`src/rtl/if_fetch_queue.sv`:
```
// if_fetch_queue: PC-to-imem fetch stage with credit-limited requests, in-flight PC tracking and a decode-facing queue.
// Define FETCH_BYPASS_EN to forward a response straight to decode when the queue is empty (0-cycle latency).
module if_fetch_queue #(
    parameter int FIFO_DEPTH      = 2,
    parameter int MAX_OUTSTANDING = 2,
    parameter int XLEN            = 32
) (
    input  logic            clk,
    input  logic            rst_n,
    input  logic [XLEN-1:0] pc_current,
    input  logic            pc_flush,
    output logic            pc_write,
    output logic [XLEN-1:0] pc_next,
    output logic            imem_req_valid,
    input  logic            imem_req_ready,
    output logic [XLEN-1:0] imem_req_addr,
    input  logic            imem_rsp_valid,
    input  logic [XLEN-1:0] imem_rsp_data,
    output logic            id_valid,
    input  logic            id_ready,
    output logic [XLEN-1:0] id_pc,
    output logic [XLEN-1:0] id_instr
);
    localparam int PW = $clog2(FIFO_DEPTH);
    localparam int CW = $clog2(FIFO_DEPTH + 1);
    localparam int OW = $clog2(MAX_OUTSTANDING + 1);
    localparam logic [CW:0]   DEPTH_L = (CW + 1)'(FIFO_DEPTH);
    localparam logic [OW-1:0] MAXO_L  = OW'(MAX_OUTSTANDING);

    logic [XLEN-1:0] q_pc    [FIFO_DEPTH];
    logic [XLEN-1:0] q_instr [FIFO_DEPTH];
    logic [XLEN-1:0] fl_pc   [FIFO_DEPTH];
    logic [PW-1:0]   q_wr, q_rd, fl_wr, fl_rd;
    logic [CW-1:0]   count;
    logic [OW-1:0]   outstanding, drop;
    logic [CW:0]     credit_sum;
    logic            q_empty, req_hs, rsp_ok, rsp_keep, byp, q_push, q_pop;

    assign q_empty    = count == '0;
    assign credit_sum = (CW + 1)'(outstanding) + (CW + 1)'(count);
    // Outstanding requests reserve queue slots so a response can never find the queue full.
    assign imem_req_valid = rst_n && !pc_flush && (outstanding < MAXO_L) && (credit_sum < DEPTH_L);
    assign req_hs         = imem_req_valid && imem_req_ready;
    assign pc_write       = req_hs;
    assign imem_req_addr  = rst_n ? pc_current : '0;
    assign pc_next        = {pc_current[XLEN-1:2], 2'b00} + XLEN'(4);

    assign rsp_ok   = rst_n && imem_rsp_valid && (outstanding != '0);
    assign rsp_keep = rsp_ok && (drop == '0) && !pc_flush;
`ifdef FETCH_BYPASS_EN
    assign byp = rsp_keep && q_empty;
`else
    assign byp = 1'b0;
`endif
    assign id_valid = !q_empty || byp;
    assign id_pc    = !q_empty ? q_pc[q_rd]    : byp ? fl_pc[fl_rd]  : '0;
    assign id_instr = !q_empty ? q_instr[q_rd] : byp ? imem_rsp_data : '0;
    assign q_pop    = !q_empty && id_ready && !pc_flush;
    assign q_push   = rsp_keep && !(byp && id_ready);

    always_ff @(posedge clk or negedge rst_n) begin
        if (!rst_n) begin
            outstanding <= '0;
            drop        <= '0;
            fl_wr       <= '0;
            fl_rd       <= '0;
            q_wr        <= '0;
            q_rd        <= '0;
            count       <= '0;
        end else begin
            outstanding <= outstanding + OW'(req_hs) - OW'(rsp_ok);
            fl_wr       <= fl_wr + PW'(req_hs);
            fl_rd       <= fl_rd + PW'(rsp_ok);
            // A flush marks every request still in flight after this cycle's response as wrong-path.
            drop        <= pc_flush ? outstanding - OW'(rsp_ok) : drop - OW'(rsp_ok && (drop != '0));
            q_wr        <= pc_flush ? '0 : q_wr + PW'(q_push);
            q_rd        <= pc_flush ? '0 : q_rd + PW'(q_pop);
            count       <= pc_flush ? '0 : count + CW'(q_push) - CW'(q_pop);
        end
    end

    always_ff @(posedge clk) begin
        if (req_hs) fl_pc[fl_wr] <= pc_current;
        if (q_push) begin
            q_pc[q_wr]    <= fl_pc[fl_rd];
            q_instr[q_wr] <= imem_rsp_data;
        end
    end

    a_rsp_protocol: assert property (@(posedge clk) disable iff (!rst_n) imem_rsp_valid |-> outstanding != '0);
endmodule

```
`config.mk`:
```
export PLATFORM = sky130hd
export DESIGN_NAME = if_fetch_queue
export DESIGN_NICKNAME = d
export VERILOG_FILES = /design/src/rtl/if_fetch_queue.sv
export SDC_FILE = /design/constraint.sdc
export NUM_CORES = 1
export LEC_CHECK = 0
export ABC_AREA = 1
export BUFFER_PORTS_ARGS = -buffer_cell sky130_fd_sc_hd__buf_2
export CAP_MARGIN = 10
export CORE_ASPECT_RATIO = 0.9
export CORE_UTILIZATION = 49
export DETAILED_ROUTE_END_ITERATION = 16
export MAX_ROUTING_LAYER = met4
export PLACE_DENSITY = 0.87
export SETUP_SLACK_MARGIN = 0.5
export SYNTH_ARGS = -nofsm -noshare
export SYNTH_HDL_FRONTEND = slang
export SYNTH_SLANG_ARGS = --single-unit
```
`constraint.sdc`:
```
create_clock -name clk -period 2.9 [get_ports clk]
set_input_delay 0.87 -clock clk [delete_from_list [all_inputs] [get_ports clk]]
set_output_delay 0.87 -clock clk [all_outputs]
set_load 0.03 [all_outputs]
```
# == After elaboration in Yosys (flattened, before gate mapping) ==
# Memory sizes are Yosys's and may differ from the RTL's.
# Cells that the tools add are included.
# word_totals
n_memories,3
inputBits,70
regBits,10
ramBits,192
latchBits,0
mem_bits_ro,0
elab_cells,52
# mem_list
memory,depth,word_bits,rd,rd_clocked_by_memory_dff,write_ports,line_no,source
fl_pc,2,32,1,0,1,32,logic [XLEN-1:0] fl_pc [FIFO_DEPTH];
q_instr,2,32,1,0,1,31,logic [XLEN-1:0] q_instr [FIFO_DEPTH];
q_pc,2,32,1,0,1,30,logic [XLEN-1:0] q_pc [FIFO_DEPTH];
# op_classes
div,0
n_addsub,12
n_mux,11
reduce_logical,17
eq_ne,0
magnitude_cmp,2
bitwise,0
n_mul,0
shifts,0
# op_table
cell,count
$mux W32,3
$add A32 B3 Y32 const B,1
$logic_and A1 B1 Y1,11
$sub A2 B1 Y2,4
$mux W1,6
$add A1 B1 Y1,4
$add A2 B1 Y2,2
$logic_not A2 Y1,2
$mux W2,2
$reduce_bool A2 Y1,2
$add A2 B2 Y3,1
$lt A3 B2 Y1 const B,1
$logic_not A1 Y1,2
$lt A2 B2 Y1 const B,1

# == Logic depth before layout (Yosys ltp) ==
# Gate-level depths: netlist of run 1.
# logic_depth
ltp_word,7
ltp_mapped,10
depth_no_buf,10

# == Worst setup path before layout of run 1 ==
# Ideal clock, no wire load.
# synth_timing
kind,input port to flip-flop
start,input pc_flush
end,memory fl_pc[1][0] (enable)
setup_slack_ns,-0.714
cell_stages,6
arrival_time_ns,3.193
required_time_ns,2.479
path_cell_list,buf_2 > inv_1 > nand2_1 > nor2_1 > nand2_1 > nor2_1
# synth_between
elab_chain_len,7
# synth_lines
item,line_no,source
from (decl),11,"input logic pc_flush,"
$logic_not A1 Y1,42,assign imem_req_valid = rst_n && !pc_flush && (outstanding < MAXO_L) && (credit_sum < DEPTH_L);
$logic_and A1 B1 Y1 (3 in series),42,
net imem_req_valid,14,"output logic imem_req_valid,"
$logic_and A1 B1 Y1,43,assign req_hs = imem_req_valid && imem_req_ready;
$mux W1,83,if (req_hs) fl_pc[fl_wr] <= pc_current;
$mux W1 (not written as such),83,
to (decl),32,
# The timed path passes the listed nets, and every way through them passes these cells.

# == Worst setup path in the final report of run 1 ==
# layout_timing
start,input pc_current[2]
end,output pc_next[20]
# layout_between
elab_chain_len,1
# layout_lines
item,line_no,source
from (decl),10,"input logic [XLEN-1:0] pc_current,"
$add A32 B3 Y32,46,"assign pc_next = {pc_current[XLEN-1:2], 2'b00} + XLEN'(4);"
to (decl),13,"output logic [XLEN-1:0] pc_next,"
# Every way passes these cells.

==> summary.txt, run 1 <==
Fin crit share: 1.03
Post-synthesis cell type count: 25
RSZ-0062 raised after global routing: yes
Share of the yosys chip area belonging to registers: 0.686
CTS tree: built
Leak: 6.00 nW
Antenna violations before repair: 0
Rows: 46
Outcome: complete, but fails checks
DP Cell Count: 1,273
Non-filler instance count after layout: 1,382
Longest Clk Path Bufs: 3
Root Driver: clkbuf_16
Setup violators final: 5
Die Height: 129 um
Synth Instances: 820
Hold Path Class: input port to asynchronous set/reset pin
Starting density of the core: 0.500
H-tree levels: 1
Post-route ant nets: 0
Worst-path clk slew: 0.07 ns
Worst-Skew Late Latency: 0.48 ns
Synth Register Bits: 202
Drt pass-1 iters: 8
Clk_skew: 0.00720 ns
# Max-Cap Violations: 0
Post-synth ARST share: 0.0495
DP Worst Slack: -0.0353 ns
Die width: 143 um
CP Launch Type: input port
Failing checks: negative setup slack
Final-stage net count: 1,208
Share of layout cells above drive strength 1: 0.516
Largest net degree at the start of global routing: 35
IO buf count: 198
Data arrival, critical path: 2.11 ns
Power per cell area: 613 nW/um^2
Critical path type: input port to output pin
Setup TNS: -0.186 ns
CTS buffer count: 20
Area growth, synth to finish: 68.6%
Final worst setup slack: -0.0764 ns
Tightest Pin Transition: 1.11 ns
Die area: 18,400 sq um
Gr ovfl total: 0
Core area: 17,600 sq um
Tmin final: 2.98 ns
Detailed Route Iter0 Violations: 755
Ys Warns: 0
Fmax: 336 MHz
Mean post-synth cell area: 10.7 sq um
Mapped Area: 8770 sq um
Final Hold Viols: 0
IO Count: 201
Hold buffers post-CTS: 0
Main synth FF type: edfxtp_1
Tot GR Track Use: 0.305
Final Max Tran Viols: 0
HPWL Detailed: 13,400 um
Routed vias: 7,637
CP endpoint kind: output pin
DRC viols: 0
VDD IR max: 0.305 mV
Util after Layout: 0.842
Sink Count: 202
Global-route wire length before repair: 40,200 um
Drt wl/cell: 22.6 um
Number of flops mapped to enable cells by yosys: 192
Routed wire length: 31,300 um
Worst Path Required: 2.03 ns
Worst Path Max Fanout: 4
DR vias/cell: 5.53
Vias in the first global route: 7,442
RD Place Congestion: 0.863
Antenna diode count: 0
Max-slew headroom: 0.259
cells in the mapped netlist (all sizes together) (2+ instances only):
cell type / instances / share of area
dfrtp: 10 / 0.029
o21ai: 3 / 0.0017
nand3: 7 / 0.0040
xor2: 15 / 0.015
and2: 3 / 0.0021
nand4: 2 / 0.0014
nand2: 346 / 0.15
nor2: 48 / 0.027
ha: 8 / 0.011
nor3: 3 / 0.0017
inv: 66 / 0.028
edfxtp: 192 / 0.66
a21oi: 65 / 0.037
buf: 21 / 0.013
xnor2: 6 / 0.0060
nand3b: 8 / 0.0068
clkbuf: 14 / 0.0060
kinds of logic after synthesis:
kind of cell | synth area share
DFF | 0.686
other | 0.000428
buffers and inverters | 0.0468
adders and majority gates | 0.0137
and+or+nand+nor | 0.192
AOI/OAI and AO/OA | 0.0397
xor gates and xnor gates | 0.0210
power by group:
group	total (W)	internal, W	switching [W]
combinational	0.00295	0.00120	0.00175
sequential	0.00356	0.00347	0.0000896
clock	0.00255	0.00149	0.00106
path summary, 6_finish.rpt:
check	slack, ns	startpoint	cells after the start	end
setup / recovery	-0.08	pc_current[2]	10	pc_next[20]
hold / removal	0.37	rst_n	2	fl_wr$_DFF_PN0_
setup reg to reg	0.62	count[0]$_DFF_PN0_	11	fl_pc[1][29]$_DFFE_PP_
hold reg to reg	0.53	fl_pc[1][21]$_DFFE_PP_	2	q_pc[1][21]$_DFFE_PP_
max in group asynchronous	2.38	rst_n	2	q_rd$_DFF_PN0_
min in group clk	0.53	fl_pc[1][21]$_DFFE_PP_	2	q_pc[1][21]$_DFFE_PP_
worst max-delay path, cell delays in order:
cell and delay, ns:
buf_8 0.09, ha_4 0.16, nand2_4 0.05, nor2_4 0.15, nand2_4 0.12, nor2_4 0.22, nand2_1 0.13, nand2_1 0.11
nand2_2 0.06, buf_6 0.13
registers in the layout, summed over array words and instances (netlist names):
register and flops:
fl_wr 1, q_instr 64, q_wr 1, q_pc 64
q_rd 1, count 2, fl_rd 1, fl_pc 64
outstanding 2, drop 2
cell type report:
| type | count | area (sq um) |
|---|---|---|
| Sequential cell | 202 | 6020 |
| Multi-Input combinational cell | 518 | 3980 |
| Timing Repair Buffer | 321 | 3560 |
| Clock buffer | 22 | 529 |
| Inverter | 66 | 274 |
| Clock inverter | 13 | 118 |
| Fill cell | 765 | 2770 |
| Tap cell | 240 | 300 |
layout by cell type (no fill, tap or decap), drive strengths merged:
master and instances:
dfrtp 10, clkinv 8, conb 2, o21a 1
edfxtp 192, nor3 3, ha 8, xor2 15
fa 1, nand2 346, inv 66, a21oi 65
buf 314, xnor2 6, nand4 2, nand3 7
and2 3, o21ai 3, bufinv 2, nand3b 8
clkinvlp 3, clkbuf 29, nor2 48
per-stage QoR:
step,area (sq um),hold WS [ns],power [W]
after global placement,10800,0.510,0.00526
after detailed placement,10800,0.520,0.00532
after CTS,14000,0.340,0.00871
after global routing,14800,0.353,0.00934
after floorplan,9140,0.504,0.00472
final,14800,0.370,0.00906
routing by layer:
| layer | part of all wire | global-route usage | wire, um |
|---|---|---|---|
| met1 | 0.36 | 0.345 | 11100 |
| met2 | 0.50 | 0.540 | 15800 |
| met3 | 0.090 | 0.0484 | 2820 |
| met4 | 0.051 | 0.123 | 1600 |
| met5 | 0 | - | 0 |
what timing repair did:
action                                  4_1_cts  5_1_grt
endpoints found under the setup margin      125      149
buffers inserted                             39       15
pin swaps                                   116       99
endpoints found under the hold margin         0        0
cloned                                       15        5
resized for setup                           529       99
(Power assumes the default switching activity.)
==> run 2, diff against run 1 <==
Settings changed: CORE_UTILIZATION 49 to 54, GPL_TIMING_DRIVEN set to 0, PLACE_DENSITY 0.87 to 0.91.
Clock period 2.9 ns to 3.2 ns, I/O delays scaled along.
==> summary.txt, run 2 (synthesis results as in run 1) <==
Final worst setup slack: -0.0448 ns (+0.0317 ns)
CTS tree: built
Worst Path Max Fanout: 8 (+4)
Critical path's slowest cell: nor2_1
Register area: 6020 sq um (unchanged)
Clk_skew: 0.0137 ns (+0.00652 ns)
Rows: 43 (-6.5%)
Root Driver: clkbuf_16
IO Count: 201 (unchanged)
RD Place Congestion: 0.850 (-1.6%)
Final Hold Viols: 0 (unchanged)
Die area: 16,800 sq um (-9.1%)
Hold Path Class: input port to asynchronous set/reset pin
Post-route ant nets: 0 (unchanged)
RSZ-0062 raised after global routing: yes
Hold buffers post-CTS: 0 (unchanged)
Fin area: 12,900 sq um (-12%)
Drt pass-1 iters: 7 (-1)
Tot GR Track Use: 0.262 (-0.0433)
HPWL Detailed: 13,300 um (-0.70%)
Util after Layout: 0.826 (-0.0159)
Die width: 136 um (-4.7%)
Worst-path clk slew: 0.07 ns (about the same)
Setup TNS: -0.0448 ns (+0.142 ns)
Routed vias: 7,585 (-0.68%)
Routed wire length: 29,400 um (-6.1%)
Sink Count: 202 (unchanged)
Core area: 15,700 sq um (-11%)
Longest Clk Path Bufs: 3 (unchanged)
Worst-Skew Late Latency: 0.49 ns (about the same)
Antenna violations before repair: 0 (unchanged)
Largest net degree at the start of global routing: 65 (+86%)
Commonest cells after routing, fill and taps aside: nand2_1, edfxtp_1, buf_2, buf_4, inv_1
Fin crit share: 1.01
Dpl cell area: 10,400 sq um (-3.7%)
H-tree levels: 1 (unchanged)
Final-stage net count: 1,174 (-2.8%)
Tmin final: 3.24 ns
Critical path type: input port to output pin
DR vias/cell: 5.79 (+4.7%)
Tightest Pin Transition: 0.865 ns (-0.245 ns)
CTS buffer count: 20 (unchanged)
# fillers: 728 (-4.8%)
DRC viols: 0 (unchanged)
CP endpoint kind: output pin
Global-route wire length before repair: 32,200 um (-20%)
Critical path's most frequent cell: nand2_1
Detailed Route Iter0 Violations: 773 (+2.4%)
Outcome: complete, but fails checks
Top delay family on crit path: simple AND/OR/NAND/NOR gates
Max-slew headroom: 0.422 (+0.164)
Vias in the first global route: 6,598 (-11%)
Area growth, synth to finish: 47.5%
# Max-Cap Violations: 0 (unchanged)
Biggest regs: fl_pc: 64 flops, q_instr: 64 flops, q_pc: 64 flops
Data arrival, critical path: 2.28 ns (+0.17 ns)
Gr ovfl total: 0 (unchanged)
Share of layout cells above drive strength 1: 0.399 (-0.116)
Worst Path Required: 2.24 ns (+0.21 ns)
Commonest non-fill, non-tap cell in the layout: nand2_1
Fmax: 308 MHz
Die Height: 123 um (-4.7%)
IO buf count: 197 (-0.51%)
Leak: 5.59 nW (-6.8%)
Final Max Tran Viols: 0 (unchanged)
Power per cell area: 604 nW/um^2 (-1.5%)
Starting density of the core: 0.560 (+0.0606)
CP Launch Type: input port
Failing checks: negative setup slack
Worst Path Buf+Inv: 2 (unchanged)
Multi-input logic area: 3050 sq um (-23%)
Drt wl/cell: 22.4 um (-0.98%)
Setup violators final: 1 (-4)
VDD IR max: 0.365 mV (+20%)
Critical Path, Cell by Cell: buf_2 -> nand2_1 -> nor2_2 -> nand2_1 -> nor2_1 -> nand3_2 -> nand2_4 -> buf_6
Antenna diode count: 0 (unchanged)
Max incr delay on CP: 0.24 ns (+0.02 ns)
-- run 2: cell type report --
cell class / count / share of cell area
repair buffers: 251 / 0.176
well taps: 202 / 0.0195
clock inverters: 13 / 0.0125
plain buffers: 35 / 0.0301
flip-flops and latches: 202 / 0.465
clock buffers: 23 / 0.0412
multi-input cells: 519 / 0.236
inverters: 66 / 0.0195
-- run 2: timing repair --
action | in CTS | in global routing
gates resized for setup | 160 | 265
setup buffers | 15 | 26
gates cloned | 0 | 14
setup endpoints to repair | 253 | 277
pin swaps | 40 | 44
-- run 2: worst register-to-register path, delay by kind of cell, from the launching register on --
kind / cells / cell delay, ns
DFF: 1 / 0.40
adders and majority gates: 1 / 0.49
buffers and inverters: 2 / 0.21
and+or+nand+nor: 6 / 1.18
-- run 2: power breakdown --
group	internal (W)	total (W)	switching [W]
sequential	0.00314	0.00321	0.0000651
combinational	0.000774	0.00212	0.00134
clock	0.00146	0.00249	0.00103
-- run 2: stage by stage --
step	total power [W]	hold slack (ns)	cells	setup slack [ns]
CTS	0.00730	0.264	1271	0.183
finish	0.00781	0.257	1311	-0.0448
global placement	0.00469	0.512	1220	-0.678
detailed placement	0.00476	0.519	1220	-0.255
global route	0.00805	0.247	1311	-0.0884
floorplan	0.00427	0.504	821	0.294
-- run 2: path summary, 6_finish.rpt --
check | slack (ns) | cells after the start | to | startpoint
max in group asynchronous | 2.81 | 1 | q_rd$_DFF_PN0_ | rst_n
hold reg to reg | 0.55 | 2 | q_pc[0][0]$_DFFE_PP_ | fl_pc[0][0]$_DFFE_PP_
hold / removal | 0.26 | 1 | outstanding[1]$_DFF_PN0_ | rst_n
min in group clk | 0.55 | 2 | q_pc[0][0]$_DFFE_PP_ | fl_pc[0][0]$_DFFE_PP_
setup reg to reg | 0.55 | 9 | fl_pc[1][4]$_DFFE_PP_ | count[0]$_DFF_PN0_
setup / recovery | -0.04 | 8 | pc_next[30] | pc_current[27]
-- run 2: per-layer routing --
layer	share of wire	global-route usage
met2	0.50	0.449
met5	0	-
met4	0.064	0.119
met1	0.33	0.304
met3	0.10	0.0431
==> run 3, diff against run 2 <==
Settings changed: CORE_ASPECT_RATIO 0.9 to 2, CORE_UTILIZATION 54 to 56, CTS_BUF_LIST set to sky130_fd_sc_hd__clkbuf_8, PLACE_DENSITY 0.91 to 0.93, SLEW_MARGIN set to 20.
==> summary.txt, run 3 (synthesis results as in run 1) <==
Routed vias: 7,539 (-0.61%)
Core area: 15,300 sq um (-2.3%)
Share of layout cells above drive strength 1: 0.410 (+0.0102)
VDD IR max: 0.716 mV (+96%)
Worst-path clk slew: 0.08 ns (about the same)
Sink Count: 202 (unchanged)
Antenna diode count: 0 (unchanged)
Final Hold Viols: 0 (unchanged)
Final Max Tran Viols: 0 (unchanged)
Drt pass-1 iters: 5 (-2)
Starting density of the core: 0.573 (+0.0132)
Longest Clk Path Bufs: 3 (unchanged)
Tmin final: 3.18 ns (-0.0607 ns)
HPWL Detailed: 14,300 um (+7.2%)
IO buf count: 197 (unchanged)
Tightest Pin Transition: 0.564 ns (-0.301 ns)
H-tree levels: 1 (unchanged)
RSZ-0062 raised after global routing: yes
Rows: 64 (+49%)
# Max-Cap Violations: 0 (unchanged)
IO Count: 201 (unchanged)
Final worst setup slack: 0.0159 ns (+0.0607 ns)
Worst Setup SP: pc_current[2]
Data arrival, critical path: 2.22 ns (-0.06 ns)
Worst Path Max Fanout: 5 (-3)
Area growth, synth to finish: 49.0%
Largest net degree at the start of global routing: 34 (-48%)
Die Height: 179 um (+46%)
Clk_skew: 0.0241 ns (+0.0103 ns)
Non-filler instance count after layout: 1,311 (unchanged)
DRC viols: 0 (unchanged)
Worst setup path endpoint: pc_next[22]
RR Startpoint: count[0]$_DFF_PN0_
Power per cell area: 590 nW/um^2 (-2.2%)
Worst Path Required: 2.24 ns (about the same)
Final-stage net count: 1,174 (unchanged)
Commonest non-fill, non-tap cell in the layout: nand2_1
Setup violators final: 0 (-1)
Leak: 5.54 nW (-1.0%)
Commonest cells after routing, fill and taps aside: nand2_1, edfxtp_1, buf_6, buf_2, inv_1
Biggest regs: fl_pc: 64 flops, q_instr: 64 flops, q_pc: 64 flops
CTS buffer count: 25 (+25%)
Hold Path Class: input port to asynchronous set/reset pin
Vias in the first global route: 7,090 (+7.5%)
Hold WS: 0.220 ns (-0.0375 ns)
FF-to-FF path depth: 10 (+1)
Hold buffers post-CTS: 0 (unchanged)
R2R Setup Slk: 0.65 ns (+0.10 ns)
Detailed Route Iter0 Violations: 556 (-28%)
Fmax: 314 MHz (+1.9%)
DR vias/cell: 5.75 (-0.61%)
Fin crit share: 0.995 (-0.0190)
Die area: 16,200 sq um (-3.3%)
Drt wl/cell: 22.3 um (-0.64%)
Antenna violations before repair: 0 (unchanged)
Tot GR Track Use: 0.295 (+0.0335)
CP Launch Type: input port
Max-slew headroom: 0.623 (+0.201)
Critical path type: input port to output pin
RD Place Congestion: 0.887 (+4.3%)
Die width: 90.5 um (-34%)
Post-route ant nets: 0 (unchanged)
Root Driver: clkbuf_8
DP Worst Slack: -0.211 ns (+0.0447 ns)
FF-to-FF End: fl_pc[0][28]$_DFFE_PP_
Gr ovfl total: 0 (unchanged)
Outcome: finished, final reports clean
Global-route wire length before repair: 35,700 um (+11%)
Worst-Skew Late Latency: 0.54 ns (+0.05 ns)
DP Cell Count: 1,218 (-0.16%)
CP endpoint kind: output pin
Routed wire length: 29,200 um (-0.64%)
Setup TNS: 0 ns (+0.0448 ns)
CTS tree: built
run 3: changes by cell type in the layout (fill, tap and decap cells not counted), sizes merged:
cell,previous run,this run
clkinv,8,6
inv,67,74
clkbuf,48,49
buf,261,257
bufinv,3,6
clkinvlp,1,0
run 3: how the worst min path moves through the flow:
| stage | startpoint | end | slack [ns] | depth (start not counted) |
|---|---|---|---|---|
| 2_1_floorplan | fl_pc[0][0]$_DFFE_PP_ | q_pc[0][0]$_DFFE_PP_ | 0.50 | 2 |
| 3_3_place_gp | fl_pc[0][7]$_DFFE_PP_ | q_pc[0][7]$_DFFE_PP_ | 0.51 | 2 |
| 3_5_place_dp | fl_pc[0][10]$_DFFE_PP_ | q_pc[0][10]$_DFFE_PP_ | 0.52 | 2 |
| 4_1_cts | rst_n | q_wr$_DFF_PN0_ | 0.22 | 1 |
| 5_1_grt | rst_n | q_wr$_DFF_PN0_ | 0.20 | 1 |
| 6_report | rst_n | fl_wr$_DFF_PN0_ | 0.22 | 1 |
run 3: power breakdown:
part           switching [W]  internal, W  total [W]
clock network       0.000986      0.00122    0.00221
logic                0.00146     0.000839    0.00230
registers          0.0000681      0.00314    0.00321
total                0.00251      0.00520    0.00771
run 3: worst max-delay path, cell delays in order:
cell      delay, ns
buf_8          0.10
ha_4           0.16
nand2_4        0.05
nor2_4         0.16
nand2_4        0.12
nor2_4         0.24
nand3b_1       0.18
nand2_2        0.13
buf_6          0.13
run 3: what timing repair did:
action / 4_1_cts / 5_1_grt
setup endpoints to repair: 191 / 221
gates resized for setup: 269 / 192
cloned: 5 / 3
buffers inserted: 24 / 16
pin swaps: 39 / 31
run 3: final cells by class:
cell class | instances | area (sq um)
Buffer | 35 | 338
Clock buffer | 25 | 344
Clock inverter | 20 | 241
Fill cell | 668 | 2230
Inverter | 66 | 250
Multi-Input combinational cell | 519 | 3350
Sequential cell | 202 | 6020
Tap cell | 198 | 248
Timing Repair Buffer | 246 | 2270
run 3: per-layer routing:
metal,global-route usage,part of all wire,vias to the layer above
met1,0.274,0.31,3573
met3,0.0344,0.076,159
met4,0.163,0.069,0
li1,-,-,3231
met5,-,0,-
met2,0.575,0.55,576
run 3: metrics by stage:
stage                util  instance area, sq um  total power [W]
CTS                 0.795                 12200          0.00720
floorplan               -                  9110          0.00427
global route        0.854                 13100          0.00794
finish              0.854                 13100          0.00771
global placement    0.676                 10300          0.00467
detailed placement  0.680                 10400          0.00474
